<file path="src/rtl/i2s_decoder.sv">
// i2s_decoder: I2S receiver. Oversamples BCLK/LRCLK/SDATA on i_mclk, deserialises
// MSB-first words with the standard 1-bit I2S delay, and publishes one stereo pair
// per frame with a one-cycle o_valid strobe.
// Optional feature: define I2S_DECODER_ERR_EN to add o_err, a per-frame short-word flag.
module i2s_decoder #(
  parameter int BITS = 16
) (
  input  logic            i_mclk,
  input  logic            i_rst,
  input  logic            i_bclk,
  input  logic            i_lrclk,
  input  logic            i_sdata,
  output logic [BITS-1:0] o_data_l,
  output logic [BITS-1:0] o_data_r,
`ifdef I2S_DECODER_ERR_EN
  output logic            o_err,
`endif
  output logic            o_valid
);

  // bit_cnt must be able to hold BITS itself, the saturated "word full" value
  localparam int              CW     = $clog2(BITS + 1);
  localparam logic [CW-1:0]   BITS_C = CW'(BITS);

  typedef enum logic [1:0] {
    ST_SYNC  = 2'd0,
    ST_LEFT  = 2'd1,
    ST_RIGHT = 2'd2
  } state_t;

  // synchroniser chain; bclk gets a third flop for rise detection
  logic bclk_meta_r, bclk_sync_r, bclk_prev_r;
  logic lrclk_meta_r, lrclk_sync_r;
  logic sdata_meta_r, sdata_sync_r;

  state_t          state_r;
  logic [CW-1:0]   bit_cnt_r;
  logic            lr_prev_r;
  logic [BITS-1:0] shift_r;
  logic [BITS-1:0] hold_l_r;
`ifdef I2S_DECODER_ERR_EN
  logic            err_sticky_r;
`endif

  logic            bclk_rise_s;
  logic            boundary_s;
  logic            short_s;
  logic [BITS-1:0] shift_cap_s;

  // two-flop synchronisers for the asynchronous I2S pins plus bclk edge history
  always_ff @(posedge i_mclk or posedge i_rst) begin
    if (i_rst) begin
      bclk_meta_r  <= 1'b0;
      bclk_sync_r  <= 1'b0;
      bclk_prev_r  <= 1'b0;
      lrclk_meta_r <= 1'b1;
      lrclk_sync_r <= 1'b1;
      sdata_meta_r <= 1'b0;
      sdata_sync_r <= 1'b0;
    end else begin
      bclk_meta_r  <= i_bclk;
      bclk_sync_r  <= bclk_meta_r;
      bclk_prev_r  <= bclk_sync_r;
      lrclk_meta_r <= i_lrclk;
      lrclk_sync_r <= lrclk_meta_r;
      sdata_meta_r <= i_sdata;
      sdata_sync_r <= sdata_meta_r;
    end
  end

  // edge/boundary detection and the shift register with the next bit inserted
  always_comb begin
    bclk_rise_s = bclk_sync_r & ~bclk_prev_r;
    boundary_s  = bclk_rise_s & (lrclk_sync_r != lr_prev_r);
    short_s     = (bit_cnt_r < BITS_C);
    shift_cap_s = shift_r;
    for (int i = 0; i < BITS; i++) begin
      if (bit_cnt_r == CW'(BITS - 1 - i)) begin
        shift_cap_s[i] = sdata_sync_r;
      end else begin
        shift_cap_s[i] = shift_r[i];
      end
    end
  end

  // channel FSM: capture bits on BCLK rises, latch left, publish the pair on 1->0
  always_ff @(posedge i_mclk or posedge i_rst) begin
    if (i_rst) begin
      state_r      <= ST_SYNC;
      bit_cnt_r    <= {CW{1'b0}};
      lr_prev_r    <= 1'b1;
      shift_r      <= {BITS{1'b0}};
      hold_l_r     <= {BITS{1'b0}};
      o_data_l     <= {BITS{1'b0}};
      o_data_r     <= {BITS{1'b0}};
      o_valid      <= 1'b0;
`ifdef I2S_DECODER_ERR_EN
      err_sticky_r <= 1'b0;
      o_err        <= 1'b0;
`endif
    end else begin
      o_valid <= 1'b0;
      if (boundary_s) begin
        // the bit on a boundary edge is the previous word's LSB slot: not stored
        shift_r   <= {BITS{1'b0}};
        bit_cnt_r <= {CW{1'b0}};
        lr_prev_r <= lrclk_sync_r;
        case (state_r)
          ST_SYNC: begin
            if (!lrclk_sync_r) begin
              state_r <= ST_LEFT;
            end else begin
              state_r <= ST_SYNC;
            end
          end
          ST_LEFT: begin
            if (lrclk_sync_r) begin
              hold_l_r <= shift_r;
              state_r  <= ST_RIGHT;
`ifdef I2S_DECODER_ERR_EN
              err_sticky_r <= err_sticky_r | short_s;
`endif
            end else begin
              state_r <= ST_SYNC;
            end
          end
          ST_RIGHT: begin
            if (!lrclk_sync_r) begin
              o_data_l <= hold_l_r;
              o_data_r <= shift_r;
              o_valid  <= 1'b1;
              state_r  <= ST_LEFT;
`ifdef I2S_DECODER_ERR_EN
              // include a short right word ending on this very edge
              o_err        <= err_sticky_r | short_s;
              err_sticky_r <= 1'b0;
`endif
            end else begin
              state_r <= ST_SYNC;
            end
          end
          default: begin
            state_r <= ST_SYNC;
          end
        endcase
      end else if (bclk_rise_s && short_s) begin
        shift_r   <= shift_cap_s;
        bit_cnt_r <= bit_cnt_r + {{(CW-1){1'b0}}, 1'b1};
      end else begin
        // no rise, or word already full: bit_cnt saturates at BITS
        bit_cnt_r <= bit_cnt_r;
      end
    end
  end

endmodule

</file>
<file path="config.mk">
export PLATFORM = sky130hd
export DESIGN_NAME = i2s_decoder
export DESIGN_NICKNAME = d
export VERILOG_FILES = /design/src/rtl/i2s_decoder.sv
export SDC_FILE = /design/constraint.sdc
export NUM_CORES = 1
export LEC_CHECK = 0
export CORE_MARGIN = 2
export CORE_UTILIZATION = 25
export DETAILED_ROUTE_END_ITERATION = 6
export GPL_TIMING_DRIVEN = 0
export SYNTH_ARGS = -nofsm -noshare
export SYNTH_HDL_FRONTEND = slang
export SYNTH_SLANG_ARGS = --single-unit
</file>
<file path="constraint.sdc">
create_clock -name i_mclk -period 2.7 [get_ports i_mclk]
set_input_delay 0.27 -clock i_mclk [delete_from_list [all_inputs] [get_ports i_mclk]]
set_output_delay 0.27 -clock i_mclk [all_outputs]
set_load 0.02 [all_outputs]
</file>
**Yosys cells after proc, flatten, opt, wreduce, memory -nomap -nowiden**

Index checks and enable logic that the tools add are counted.

- Register bits after elaboration: 80
- Input bits: 5
- Output and inout port bits: 33
- Word-level logic and storage cells: 119

- Add/subtract/negate cells: 1
- $lt $le $gt $ge: 1
- Equal/unequal tests: 18
- Multiplexer cells: 26
- Bitwise operators: 4
- Reduce and logical (&&, ||, !) cells: 39

Operators with widths:

| cell | count |
|---|---|
| == test 5 x 4 -> 1 bit (second input constant) | 8 |
| nonzero test 2 bit | 17 |
| 2-to-1 mux 16 bit | 2 |
| AND reduction 2 bit | 16 |
| == test 5 x 3 -> 1 bit (second input constant) | 4 |
| 2-to-1 mux 1 bit | 20 |
| == test 5 x 2 -> 1 bit (second input constant) | 2 |
| 2-to-1 mux 5 bit | 2 |
| AND reduction 3 bit | 2 |
| adder 5 x 1 -> 5 bit (second input constant) | 1 |
| == test 5 x 1 -> 1 bit (second input constant) | 1 |
| zero test 5 bit | 1 |
| less-than comparator 5 bit (second input constant) | 1 |
| one-hot mux 2 bit (2 select lines) | 1 |
| bitwise AND 1 bit | 2 |
| == test 2 x 1 -> 1 bit (second input constant) | 1 |
| == test 2 bit (second input constant) | 1 |
| zero test 2 bit | 1 |
| 2-to-1 mux 2 bit | 1 |
| inverter 1 bit | 2 |
| OR reduction 2 bit | 1 |
| logical AND 1 bit | 1 |
| != test 1 bit | 1 |

**Logic depth before layout (Yosys ltp)**

Gate-level depths: netlist of run 1.

- Word-level depth: 5
- Mapped depth: 6
- Mapped depth without buffers: 5

**Worst setup path before layout of run 1**

Ideal clock, no wire load.

- Kind: flip-flop to flip-flop
- From: register lrclk_sync_r
- To: register o_data_l[0]
- Setup time: 0.125 ns
- Arrival: 1.357 ns
- Required time: 2.575 ns
- Slack: 1.218 ns
- Stages on the path, launching flop included: 5
- Cell sequence: dfstp_2 > and4bb_2 > nand2_4 > buf_6 > mux2_4

- Cells in the longest elaborated chain, start to end: 3
- Elaborated cells on any way between the ends: 4

RTL lines:

| what | line | source |
|---|---|---|
| start, declared | 33 | `logic lrclk_meta_r, lrclk_sync_r;` |
| start signal, assigned | 65 | `lrclk_sync_r <= lrclk_meta_r;` |
| != test 1 bit | 74 | `boundary_s = bclk_rise_s & (lrclk_sync_r != lr_prev_r);` |
| bitwise AND 1 bit | 74 |  |
| AND reduction 3 bit (no line) (*) | -- |  |
| end signal, assigned | 94 | `o_data_l <= {BITS{1'b0}};` |
| end signal, assigned | 129 | `o_data_l <= hold_l_r;` |
| end, declared | 13 | `output logic [BITS-1:0] o_data_l,` |

Every way passes the cells marked *; elsewhere a longest branch is shown, timed or not.
A chain may end at the register's enable or synchronous reset.

**Worst setup path after layout of run 1**

- From: register lrclk_sync_r
- To: register o_data_r[2]

- Cells in the longest elaborated chain, start to end: 3
- Elaborated cells on any way between the ends: 4

RTL lines:

| what | line | source |
|---|---|---|
| != test 1 bit | 74 |  |
| bitwise AND 1 bit | 74 |  |
| AND reduction 3 bit (no line) (*) | -- |  |
| end signal, assigned | 95 | `o_data_r <= {BITS{1'b0}};` |
| end signal, assigned | 130 | `o_data_r <= shift_r;` |
| end, declared | 14 | `output logic [BITS-1:0] o_data_r,` |

Marks and branches as above.

==> results.toml, run 1 <==
[die]
pin_count = 38
core_area_um2 = 13700
initial_core_util_pct = 25.2
die_area_um2 = 14800
die_height_um = 122
rows = 43
die_width_um = 122

[critical_path]
crit_path_start_kind = "flop"
worstPathRequired_ns = 2.91
cp_slowest_cell = "dfstp_2"
cpPeakStageDelay_ns = 0.56
end_kind = "flop"
cp_data_arrival_time_ns = 1.80
reg2reg_depth = 4
r2r-end = "o_data_r[2]"
crit_path_cell_trace = "and4bb_2 -> nand2_4 -> buf_6 -> mux2_4"
rr_startpoint = "lrclk_sync_r"
crit_fanout = 10
critPathKind = "reg2reg"
rrSetupSlack_ns = 1.11

[synthesis]
synth.distinct_cells = 31
ys_top_cells_by_area = "dfrtp_1, mux2_4, mux2i_1"
yosysWarnings = 0
synth_area_per_cell_um2 = 14.6
ys_seq_area_share_pct = 57.9
yosys.area.top_type = "dfrtp_1"
synth_cells = 237
synth_edf_count = 0
synthFlopType = "dfrtp_1"
ys_async_sr_fraction_pct = 100
syn-cell-area_um2 = 3460
synth_seq_cells = 80
synth_nets = 247
netlist.area_leader.share_pct = 55.7

[global_routing]
grt_max_degree = 54
antenna_found_initial = 0
grt_pass1_wl_um = 11300
grt_pass1_vias = 2119
grt_overflow_total = 0
grtUsageTotal_pct = 10.1

[placement]
dp_cells = 455
pre_cts_ws_ns = 1.11
dpl.hpwl_um = 4690
placed_area_um2 = 4090
portBuffers = 37
place.gp.congestion = 0.739

[cts]
clkSlewWorstSetupHoldPaths_ns = 0.06
cts_resized = 0
clk_path_buf_depth = 2
htree_levels = 3
cts_tree = "built"
post-cts-setup-buffers = 0
ctsHoldBuffers = 0
clkLatencyLatePin_ns = 0.34
cts.sink_count = 80
cts-root-buf = "clkbuf_16"
cts_made_buffers = 9

[outcome]
outcome = "complete, no violations"

[timing]
tns_ns = 0
layout_setup_ws_ns = 1.11
fmax_mhz = 629
slew_headroom_pct = 74.8
finalSetupViolCount = 0
hold_viol_final = 0
period_minus_slack_ns = 1.59
finalClockSkew_ns = 0.00702
rsz0062_at_grt = "no"
hold_ws_ns = 0.271
max_slew.worst_pin.slew_ns = 0.378
period_share_pct = 58.9
slew_violations = 0

[drt]
drt_iter0_drc = 129
wl_per_cell_um = 14.3
ant_nets = 0
drc_errors = 0
num_vias = 1955
routed_wl_um = 6750
first_pass_iters = 4
via_per_inst = 4.15

[flow_run]
drv_cap = 0

[finish]
final_cells = 471
syn2layout_area_growth_pct = 28.3
diodes = 0
final_cell_area_um2 = 4440
nets = 296
final_layout_size_suffix_gt1_share_pct = 32.6
fill_cells = 1382

[power]
p_leak_nw = 2.11
irDropWorstVdd_v = 0.000260
power_density_nw_per_um2 = 735

[hold_path]
min_path_type = "in2async"
critical path, delay by kind of cell (launching register included):
| kind | cells | cell delay [ns] |
|---|---|---|
| buffers and inverters | 1 | 0.20 |
| DFF | 1 | 0.56 |
| muxes | 1 | 0.31 |
| and+or+nand+nor | 2 | 0.39 |
cell type report:
cell class | count | area [um2] | share of cell area [%]
multi-input cells | 140 | 1350 | 30.5
flip-flops and latches | 80 | 2010 | 45.2
repair buffers | 38 | 398 | 8.96
clock inverters | 6 | 115 | 2.59
clock buffers | 10 | 239 | 5.38
inverters | 5 | 21.3 | 0.479
well taps | 180 | 225 | 5.07
plain buffers | 12 | 83.8 | 1.89
how the worst max path moves through the flow:
stage / from / end / slack, ns / cells past startpoint
floorplan: i_rst / bclk_meta_r / 0.38 / 1
global placement: i_rst / sdata_meta_r / -0.86 / 2
detailed placement: lrclk_sync_r / o_data_r[15] / 1.11 / 4
CTS: o_data_r[1] / o_data_r[1] / 1.09 / 1
global route: bit_cnt_r[0] / shift_r[9] / 1.01 / 6
finish: lrclk_sync_r / o_data_r[2] / 1.11 / 4
cell usage in the layout (no fill, tap or decap), types with 2 or more instances in the layout:
cell,n
clkbuf_16,9
xnor2_1,3
nor2_1,17
ha_1,5
a21oi_1,6
or3b_2,2
mux2_2,12
nand2_4,2
mux2_4,38
inv_1,4
bufinv_16,3
nand3_1,2
nor2b_1,3
nand2_1,2
buf_2,3
mux2i_1,15
and4bb_2,6
nor3_1,15
clkbuf_2,4
dfstp_2,3
buf_6,4
o21ai_0,3
dfrtp_1,77
clkdlybuf4s50_1,37
flip-flops by register name, summed over array words and instances (netlist names), 2 cells and up:
signal and flops:
o_data_r 16, bit_cnt_r 5, o_data_l 16, hold_l_r 16, state_r 2, shift_r 16
through the flow:
stage / utilization (%) / total power [mW]
after detailed placement: 29.8 / 1.88
after global routing: 32.4 / 3.44
after floorplan: - / 1.73
final: 32.4 / 3.27
after global placement: 29.6 / 1.84
after CTS: 32.4 / 3.32
layer usage:
layer | vias up | track usage (%) | share of wire [%]
met5 | - | 0 | 0
met4 | 0 | 2.95 | 1.1
met3 | 6 | 4.40 | 4.9
met2 | 35 | 15.5 | 47
met1 | 985 | 12.9 | 47
li1 | 929 | - | -
report_power, final:
group | switching, mW | internal (mW) | total [mW]
combinational | 0.233 | 0.213 | 0.445
clock | 0.486 | 0.933 | 1.42
sequential | 0.0956 | 1.31 | 1.40
total | 0.814 | 2.45 | 3.27
cell families after synthesis:
group / count (synthesis) / share of synthesized area, %
buf+inv: 17 / 2.96
compound gates: 11 / 1.81
fa+ha+maj: 5 / 1.81
xor+xnor: 3 / 0.759
mux: 65 / 24.7
flops: 80 / 57.9
simple gates: 56 / 10.0
cell usage after synthesis (2+ instances only):
| library cell | count |
|---|---|
| buf_6 | 4 |
| nor2b_1 | 3 |
| a21oi_1 | 6 |
| mux2_2 | 12 |
| clkbuf_2 | 4 |
| nand2_4 | 2 |
| inv_1 | 5 |
| mux2i_1 | 15 |
| ha_1 | 5 |
| nand3_1 | 2 |
| nand2_1 | 2 |
| buf_2 | 3 |
| or3b_2 | 2 |
| dfstp_2 | 3 |
| xnor2_1 | 3 |
| nor3_1 | 15 |
| dfrtp_1 | 77 |
| and4bb_2 | 6 |
| mux2_4 | 38 |
| nor2_1 | 17 |
| o21ai_0 | 3 |
Power figures use the tool's default switching activity.
==> run 2: changes to the inputs <==
Clock period 2.7 ns to 1.63 ns, I/O delays scaled along.
==> run 2 against run 1 <==
  * Clock skew down 0.0011 ns
  * Largest power group is now sequential cells
  * Worst setup slack worse by 1.1 ns
  * Critical endpoint is now o_data_r[13]
  * Combinational power up 64%
  * Die area unchanged
  * Critical path depth unchanged
  * Global-route usage down 0.22 points
  * Total power up 49%
  * Highest routed layer unchanged
==> results.toml, run 2 (synthesis gave the netlist of run 1 again) <==
[finish]
post-route-util_pct = 31.8
mostFrequentLayoutCell = "dfrtp_1"
syn2layout_area_growth_pct = 25.8
diodes = 0
final_cell_mix = "dfrtp_1, mux2_4, clkdlybuf4s50_1"
seq_area_um2 = 2010
nets = 296
final_layout_size_suffix_gt1_share_pct = 33.0
multi_input_area_um2 = 1360
fill_cells = 1347

[placement]
portBuffers = 37
pre_cts_ws_ns = 0.0362
place.gp.congestion = 0.747
dpl.hpwl_um = 4520

[die]
die_width_um = 122
initial_core_util_pct = 25.2
die_area_um2 = 14800
rows = 43
core_area_um2 = 13700
die_height_um = 122
pin_count = 38

[cts]
clkSlewWorstSetupHoldPaths_ns = 0.05
ctsHoldBuffers = 0
cts.sink_count = 80
htree_levels = 3
clk_path_buf_depth = 2
cts_made_buffers = 9
clkLatencyLatePin_ns = 0.34
cts_tree = "built"
cts-root-buf = "clkbuf_16"

[critical_path]
crit_path_start_kind = "flop"
cp_data_arrival_time_ns = 1.81
crit_fanout = 10
critPathKind = "reg2reg"
end_kind = "flop"
worstPathRequired_ns = 1.84

[timing]
slew_headroom_pct = 43.0
finalClockSkew_ns = 0.00594
fmax_mhz = 627
period_share_pct = 97.9
finalSetupViolCount = 0
slew_violations = 0
period_minus_slack_ns = 1.60
max_slew.worst_pin.slew_ns = 0.853
layout_setup_ws_ns = 0.0344
hold_viol_final = 0
rsz0062_at_grt = "yes"
hold_ws_ns = 0.233

[drt]
ant_nets = 0
first_pass_iters = 4
routed_wl_um = 6510
drc_errors = 0
drt_iter0_drc = 117
wl_per_cell_um = 13.8
num_vias = 1986
via_per_inst = 4.22

[power]
p_total_mw = 4.86
irDropWorstVdd_v = 0.000425
p_leak_nw = 2.06
power_density_nw_per_um2 = 1120

[global_routing]
grtUsageMet2_pct = 14.8
gr-usage-met3_pct = 3.56
grt_max_degree = 43
antenna_found_initial = 0
grt_pass1_vias = 2072
top_usage_layer = "met2"
met1_usage_pct = 12.9
grt_overflow_total = 0
grt_pass1_wl_um = 11000
grtUsageTotal_pct = 9.84

[outcome]
outcome = "complete, no violations"

[hold_path]
min_path_type = "in2reg"

[flow_run]
drv_cap = 0
[run 2: power breakdown]
| group | total, mW | switching [mW] | internal [mW] | leakage, nW |
|---|---|---|---|---|
| registers | 2.33 | 0.158 | 2.17 | 1.09 |
| logic | 0.732 | 0.379 | 0.352 | 0.852 |
| clock network | 1.80 | 0.774 | 1.03 | 0.126 |
| total | 4.86 | 1.31 | 3.55 | 2.06 |
[run 2: repair_timing]
action                     4_1_cts  5_1_grt
buffers inserted                 0        0
gates resized for setup          0        5
setup endpoints to repair        0       30
[run 2: path summary, 6_finish.rpt]
| path | from | end | slack [ns] | depth (start not counted) |
|---|---|---|---|---|
| worst min register to register | bclk_meta_r | bclk_sync_r | 0.35 | 0 |
| max in group asynchronous | i_rst | lrclk_meta_r | 0.55 | 3 |
| worst max-delay path | lrclk_sync_r | o_data_r[13] | 0.03 | 4 |
| worst max register to register | lrclk_sync_r | o_data_r[13] | 0.03 | 4 |
| worst min-delay path | i_lrclk | lrclk_meta_r | 0.23 | 1 |
| min in group asynchronous | i_rst | o_data_l[9] | 0.34 | 2 |
[run 2: critical path, stage by stage (launching register included)]
cell	delay [ns]
dfstp_2	0.56
and4bb_2	0.26
nand2_4	0.13
buf_6	0.21
mux2_4	0.31
[run 2: layout make-up]
type / instances / area share [%]
plain buffers: 12 / 2.04
clock buffers: 11 / 5.34
clock inverters: 5 / 0.775
inverters: 5 / 0.517
multi-input cells: 140 / 31.1
flip-flops and latches: 80 / 46.1
well taps: 180 / 5.17
repair buffers: 38 / 8.96
[run 2: layer usage]
metal / up-vias / part of all wire, %
met5: - / 0
met2: 38 / 47
met3: 12 / 4.5
met4: 0 / 1.8
li1: 936 / -
met1: 1000 / 47
[run 2: through the flow]
step / cells / setup TNS (ns) / area, um2
after floorplan: 237 / 0 / 3470
after global placement: 454 / -26.79 / 4060
after detailed placement: 455 / 0 / 4080
after CTS: 471 / 0 / 4350
after global routing: 471 / -0.147 / 4360
final: 471 / 0 / 4360
